===== src/rtl/tlb_op_sequencer.sv =====
// Sequences TLBP/TLBR/TLBWI/TLBWR from WB against the shared TLB and CP0,
// arbitrates the single TLB search port, and redirects pre-IF after TLB state changes.
module tlb_op_sequencer #(
  parameter int TLBNUM       = 16,
  parameter int TLBNUM_WIDTH = $clog2(TLBNUM),
  parameter int STARVE_LIMIT = 4
) (
  input  logic                    clk,
  input  logic                    resetn,
  input  logic                    req_valid,
  input  logic [1:0]              req_op,
  input  logic [31:0]             req_pc,
  output logic                    req_ready,
  input  logic                    flush,
  output logic                    busy,
  input  logic                    mem_s_req,
  input  logic [18:0]             mem_s_vpn2,
  input  logic [7:0]              mem_s_asid,
  output logic                    mem_s_grant,
  input  logic [18:0]             ehi_vpn2,
  input  logic [7:0]              ehi_asid,
  output logic [18:0]             s_vpn2,
  output logic [7:0]              s_asid,
  input  logic                    s_found,
  input  logic [TLBNUM_WIDTH-1:0] s_index,
  output logic                    cp0_tlbp,
  output logic [TLBNUM_WIDTH:0]   cp0_tlbp_result,
  output logic                    cp0_tlbr,
  output logic                    tlb_we,
  output logic                    tlb_wr_random,
  output logic                    refetch_valid,
  output logic [31:0]             refetch_pc,
  input  logic                    refetch_ready
);

  localparam int CNT_W = $clog2(STARVE_LIMIT + 1);

  localparam logic [1:0] OP_TLBP  = 2'b00;
  localparam logic [1:0] OP_TLBR  = 2'b01;
  localparam logic [1:0] OP_TLBWI = 2'b10;
  localparam logic [1:0] OP_TLBWR = 2'b11;

  typedef enum logic [2:0] {
    S_IDLE,
    S_ARB,
    S_PDONE,
    S_READ,
    S_WRITE,
    S_REFETCH
  } state_t;

  state_t                state;
  state_t                state_nxt;
  logic [1:0]            op_q;
  logic [31:0]           pc_q;
  logic [CNT_W-1:0]      starve_cnt;
  logic [TLBNUM_WIDTH:0] result_q;

  logic accept;
  logic starved;
  logic tlbp_grant;

  assign accept     = (state == S_IDLE) && req_valid && !flush;
  assign starved    = (starve_cnt == CNT_W'(STARVE_LIMIT));
  // TLBP takes the port when MEM is idle, or by force once it has waited long enough.
  assign tlbp_grant = (state == S_ARB) && (!mem_s_req || starved);

  assign s_vpn2      = tlbp_grant ? ehi_vpn2 : mem_s_vpn2;
  assign s_asid      = tlbp_grant ? ehi_asid : mem_s_asid;
  assign mem_s_grant = !tlbp_grant;

  assign req_ready       = (state == S_IDLE);
  assign busy            = (state != S_IDLE);
  assign refetch_pc      = pc_q + 32'd4;
  assign cp0_tlbp_result = result_q;

  // NOTE: sequential state uses non-blocking assignments so every register
  // samples the pre-edge values of its peers, independent of block ordering.
  always_ff @(posedge clk or negedge resetn) begin
    if (!resetn) begin
      state <= S_IDLE;
    end else begin
      state <= state_nxt;
    end
  end

  always_ff @(posedge clk or negedge resetn) begin
    if (!resetn) begin
      op_q       <= OP_TLBP;
      pc_q       <= '0;
      starve_cnt <= '0;
      result_q   <= '0;
    end else begin
      if (accept) begin
        op_q <= req_op;
        pc_q <= req_pc;
      end
      if (accept && (req_op == OP_TLBP)) begin
        starve_cnt <= '0;
      end else if ((state == S_ARB) && !tlbp_grant && !starved) begin
        starve_cnt <= starve_cnt + CNT_W'(1);
      end
      if (tlbp_grant && !flush) begin
        result_q <= {~s_found, s_index};
      end
    end
  end

  // NOTE: every output of this block gets a default first so no path through
  // the case statement leaves a signal unassigned and infers a latch.
  always_comb begin
    state_nxt     = state;
    cp0_tlbp      = 1'b0;
    cp0_tlbr      = 1'b0;
    tlb_we        = 1'b0;
    tlb_wr_random = 1'b0;
    refetch_valid = 1'b0;

    case (state)
      S_IDLE: begin
        if (req_valid) begin
          case (req_op)
            OP_TLBP:  state_nxt = S_ARB;
            OP_TLBR:  state_nxt = S_READ;
            OP_TLBWI: state_nxt = S_WRITE;
            OP_TLBWR: state_nxt = S_WRITE;
            default:  state_nxt = S_IDLE;
          endcase
        end
      end
      S_ARB: begin
        if (tlbp_grant) state_nxt = S_PDONE;
      end
      S_PDONE: begin
        cp0_tlbp  = 1'b1;
        state_nxt = S_IDLE;
      end
      S_READ: begin
        cp0_tlbr  = 1'b1;
        state_nxt = S_REFETCH;
      end
      S_WRITE: begin
        tlb_we        = 1'b1;
        tlb_wr_random = (op_q == OP_TLBWR);
        state_nxt     = S_REFETCH;
      end
      S_REFETCH: begin
        refetch_valid = 1'b1;
        if (refetch_ready) state_nxt = S_IDLE;
      end
      default: state_nxt = S_IDLE;
    endcase

    // An exception or eret kills whatever is in flight, including this cycle's strobe.
    if (flush) begin
      state_nxt     = S_IDLE;
      cp0_tlbp      = 1'b0;
      cp0_tlbr      = 1'b0;
      tlb_we        = 1'b0;
      tlb_wr_random = 1'b0;
      refetch_valid = 1'b0;
    end
  end

endmodule

===== config.mk =====
export PLATFORM = sky130hd
export DESIGN_NAME = tlb_op_sequencer
export DESIGN_NICKNAME = d
export VERILOG_FILES = /design/src/rtl/tlb_op_sequencer.sv
export SDC_FILE = /design/constraint.sdc
export NUM_CORES = 1
export LEC_CHECK = 0
export ABC_AREA = 0
export BUFFER_PORTS_ARGS = -buffer_cell sky130_fd_sc_hd__clkbuf_2
export CAP_MARGIN = 25
export CORE_ASPECT_RATIO = 0.5
export CORE_MARGIN = 2
export CORE_UTILIZATION = 40
export CTS_BUF_LIST = sky130_fd_sc_hd__clkbuf_2 sky130_fd_sc_hd__clkbuf_4 sky130_fd_sc_hd__clkbuf_8
export DETAILED_ROUTE_END_ITERATION = 7
export GPL_TIMING_DRIVEN = 1
export MAX_ROUTING_LAYER = met4
export PLACE_DENSITY = 0.74
export SLEW_MARGIN = 20
export SYNTH_ARGS = -nofsm -noshare
export SYNTH_HDL_FRONTEND = slang
export SYNTH_SLANG_ARGS = --single-unit

===== constraint.sdc =====
create_clock -name clk -period 1.8 [get_ports clk]
set_input_delay 0.18 -clock clk [delete_from_list [all_inputs] [get_ports clk]]
set_output_delay 0.18 -clock clk [all_outputs]
set_load 0.005 [all_outputs]

==> key figures <==
Run status
  – Status: finished, violations left
  – Violated checks: setup timing

Placed design
  – Buffers on Ports: 170
  – Final estimated routing congestion in global placement: 0.774
  – Post-place setup slack: 64.0 ps
  – Detail Placement HPWL: 6140 um
  – Placed insts: 526

Die
  – Initial Utilization: 0.423
  – Row count: 21
  – Core area: 6860 um^2
  – DIE WIDTH: 124 um
  – Die height: 64.2 um
  – Die footprint: 7990 um^2
  – Ports: 171

Detailed routing
  – Final routed DRC violation total: 0
  – WL per Instance: 15.6 um
  – Wire length on met2: 4670 um
  – Post-Route WL: 8780 um
  – Met3 routed WL: 322 um
  – TritonRoute pass-1 iters: 4
  – Vias per cell: 4.91
  – Via count: 2,767
  – Antenna violation net count after detailed routing: 0
  – M1 WL: 3690 um
  – DR top layer: met4
  – Drt initial violations: 84

Layout
  – Post-Layout Cell Count: 564
  – Share of layout cells above drive strength 1: 0.718
  – Final nets: 573
  – Total area of sequential cells: 1130 um^2
  – Syn-to-layout area delta: 64.9%
  – Ant. Diodes: 0
  – Fillers: 529
  – Multi-input logic area: 1960 um^2

STA
  – Hold Fails Final Rpt: 0
  – Worst-margin pin slew: 736 ps
  – Final hold slack: 49.1 ps
  – Worst Clk Skew: 2.33 ps
  – Final setup violation count: 49
  – Post-route setup slack: -243 ps
  – Period utilisation layout: 1.13
  – Final TNS setup: -8040 ps
  – RSZ-0062 raised after global routing: true
  – Max Freq: 0.490 GHz
  – Final slew viol count: 0
  – Rel. slew slack: 0.510
  – Fin crit period: 2040 ps

Power and ir drop
  – Comb pwr share: 0.484
  – PD cells: 1080 nW/um^2
  – Worst VDD drop: 0.677 mV
  – Power share of the clock group: 0.176
  – Register share of total power: 0.339
  – Switching power: 0.00175 W
  – Net Sw Frac: 0.339
  – Leakage: 2.51 nW
  – Internal power: 0.00341 W

GRT
  – First-pass GRT wire length: 13,200 um
  – GRT Util Overall: 0.211
  – Grt total ovfl: 0
  – Vias in the first global route: 2,714
  – Largest net degree at the start of global routing: 30
  – Initial antenna violation count: 0

Setup path
  – CP most frequent cell: buf_12
  – CP Max Fanout: 5
  – CP Data Arrival Time: 1860 ps
  – CP Cell Sequence: inv_2 > ha_4 > a21bo_4 > nand2_8 > buf_12 > buf_12 > mux2_4 > clkbuf_2
  – Critical path class: reg -> out
  – Worst path buffer plus inverter count: 4
  – Critical path's slowest cell: dfrtp_1
  – Kind of cell adding the most delay to the critical path: buffers and inverters
  – Startpoint Class: register
  – Crit-path max cell delay: 390 ps
  – CP endpoint kind: output pin
  – WP data required: 1620 ps

Logic synthesis
  – Register area share after synthesis: 0.388
  – Syn_nets: 353
  – Post-Synthesis Cells: 251
  – Synth Warn #: 0
  – Yosys top cell area share: 0.388
  – Top post-synthesis cells by area: dfrtp_1 (39%), mux2_2 (18%), mux2_4 (9.8%)
  – Number of flops mapped to enable cells by yosys: 0
  – Synth cell count leaders: mux2_2 (46), dfrtp_1 (45), xnor2_1 (22)
  – Synth Cell Area: 2900 um^2
  – Most frequent cell after synthesis: mux2_2
  – Async S/R FF share, synth: 1.00
  – FF+latch count, synth: 45
  – Unique masters post-synth: 38
  – Mean Syn Cell Area: 11.6 um^2
  – Post-synth top area cell: dfrtp_1
  – Top_reg_cell synth: dfrtp_1

Clocking
  – CTS Buf Count: 5
  – Clock-pin slew on the worst setup and hold paths: 90 ps
  – CTS sink cnt: 45
  – Clock tree buffer depth: 2
  – Worst skew pair latency: 290 ps
  – CTS H-Tree Depth: 2
  – CTS tree: yes
  – CTS Root Cell: clkbuf_8

Worst hold path
  – Hold crit path type: in -> reg

Run
  – Max Cap Violations: 0
## power by group through the flow
stage | sequential [W] | clock, W | combinational (W)
5_1_grt | 0.00180 | 0.000978 | 0.00270
2_1_floorplan | 0.00170 | 0 | 0.00106
6_report | 0.00175 | 0.000911 | 0.00250
4_1_cts | 0.00173 | 0.000927 | 0.00231
3_5_place_dp | 0.00172 | 0 | 0.00193
3_3_place_gp | 0.00170 | 0 | 0.00191
## sequential cells by signal, summed over array words and instances (netlist names)
register and cells:
state 3, cp0_tlbp_result 5, pc_q 32, op_q 2, starve_cnt 3
## cells by family (layout without fill, tap and decap cells)
group                    after synthesis  after routing  synth area share
flip-flops                            45             45             0.388
buffers and inverters                 19            240            0.0388
adder cells (fa/ha/maj)                3              3            0.0129
AND/OR/NAND/NOR                       78             78             0.167
XOR/XNOR                              30             30            0.0906
AO/OA/AOI/OAI                         10             10            0.0220
multiplexers                          66             66             0.280
## cells in the final DEF (no fill, tap or decap), types with 6 or more instances in the layout
cell	instances
nand3_2	6
mux2_4	31
dfrtp_1	40
xnor2_2	7
inv_1	6
nand4_1	9
and3_1	8
xnor2_1	15
buf_4	35
nor2_1	11
mux2_2	34
buf_6	11
clkbuf_2	148
nand3_1	6
buf_2	21
nand2_1	7
xor2_1	8
## final cells by class
type | instances | share of cell area
Clock buffer | 5 | 0.0144
Multi-Input combinational cell | 187 | 0.410
Sequential cell | 45 | 0.237
Timing Repair Buffer | 224 | 0.295
Clock inverter | 3 | 0.0136
Inverter | 8 | 0.00628
Tap cell | 92 | 0.0241
## timing repair
action / CTS / global route
setup buffers: 20 / 9
cloned: 2 / 1
endpoints found under the setup margin: 49 / 58
pin swaps: 22 / 26
hold endpoints to repair: 27 / 0
gates resized for setup: 56 / 47
hold buffers: 1 / 0
## routing by layer
layer | GRT usage | up-vias
li1 | - | 1335
met1 | 0.255 | 1347
met2 | 0.380 | 77
met3 | 0.0360 | 8
met4 | 0.0407 | 0
met5 | - | -
## worst paths after layout
kind	from	endpoint	slack (ps)	depth (start not counted)
min in group asynchronous	resetn	pc_q[9]	490	2
worst max-delay path	starve_cnt[1]	s_asid[2]	-240	8
worst max register to register	starve_cnt[0]	cp0_tlbp_result[1]	20	8
max in group asynchronous	resetn	pc_q[15]	670	3
worst min register to register	op_q[1]	op_q[1]	510	1
worst min-delay path	s_found	cp0_tlbp_result[4]	50	2
## through the flow
step / utilization / instance area (um^2) / power [W]
2_1_floorplan: - / 2900 / 0.00276
3_3_place_gp: 0.580 / 3980 / 0.00360
3_5_place_dp: 0.580 / 3980 / 0.00365
4_1_cts: 0.670 / 4600 / 0.00497
5_1_grt: 0.698 / 4780 / 0.00548
6_report: 0.698 / 4780 / 0.00516
(Power assumes the default switching activity.)
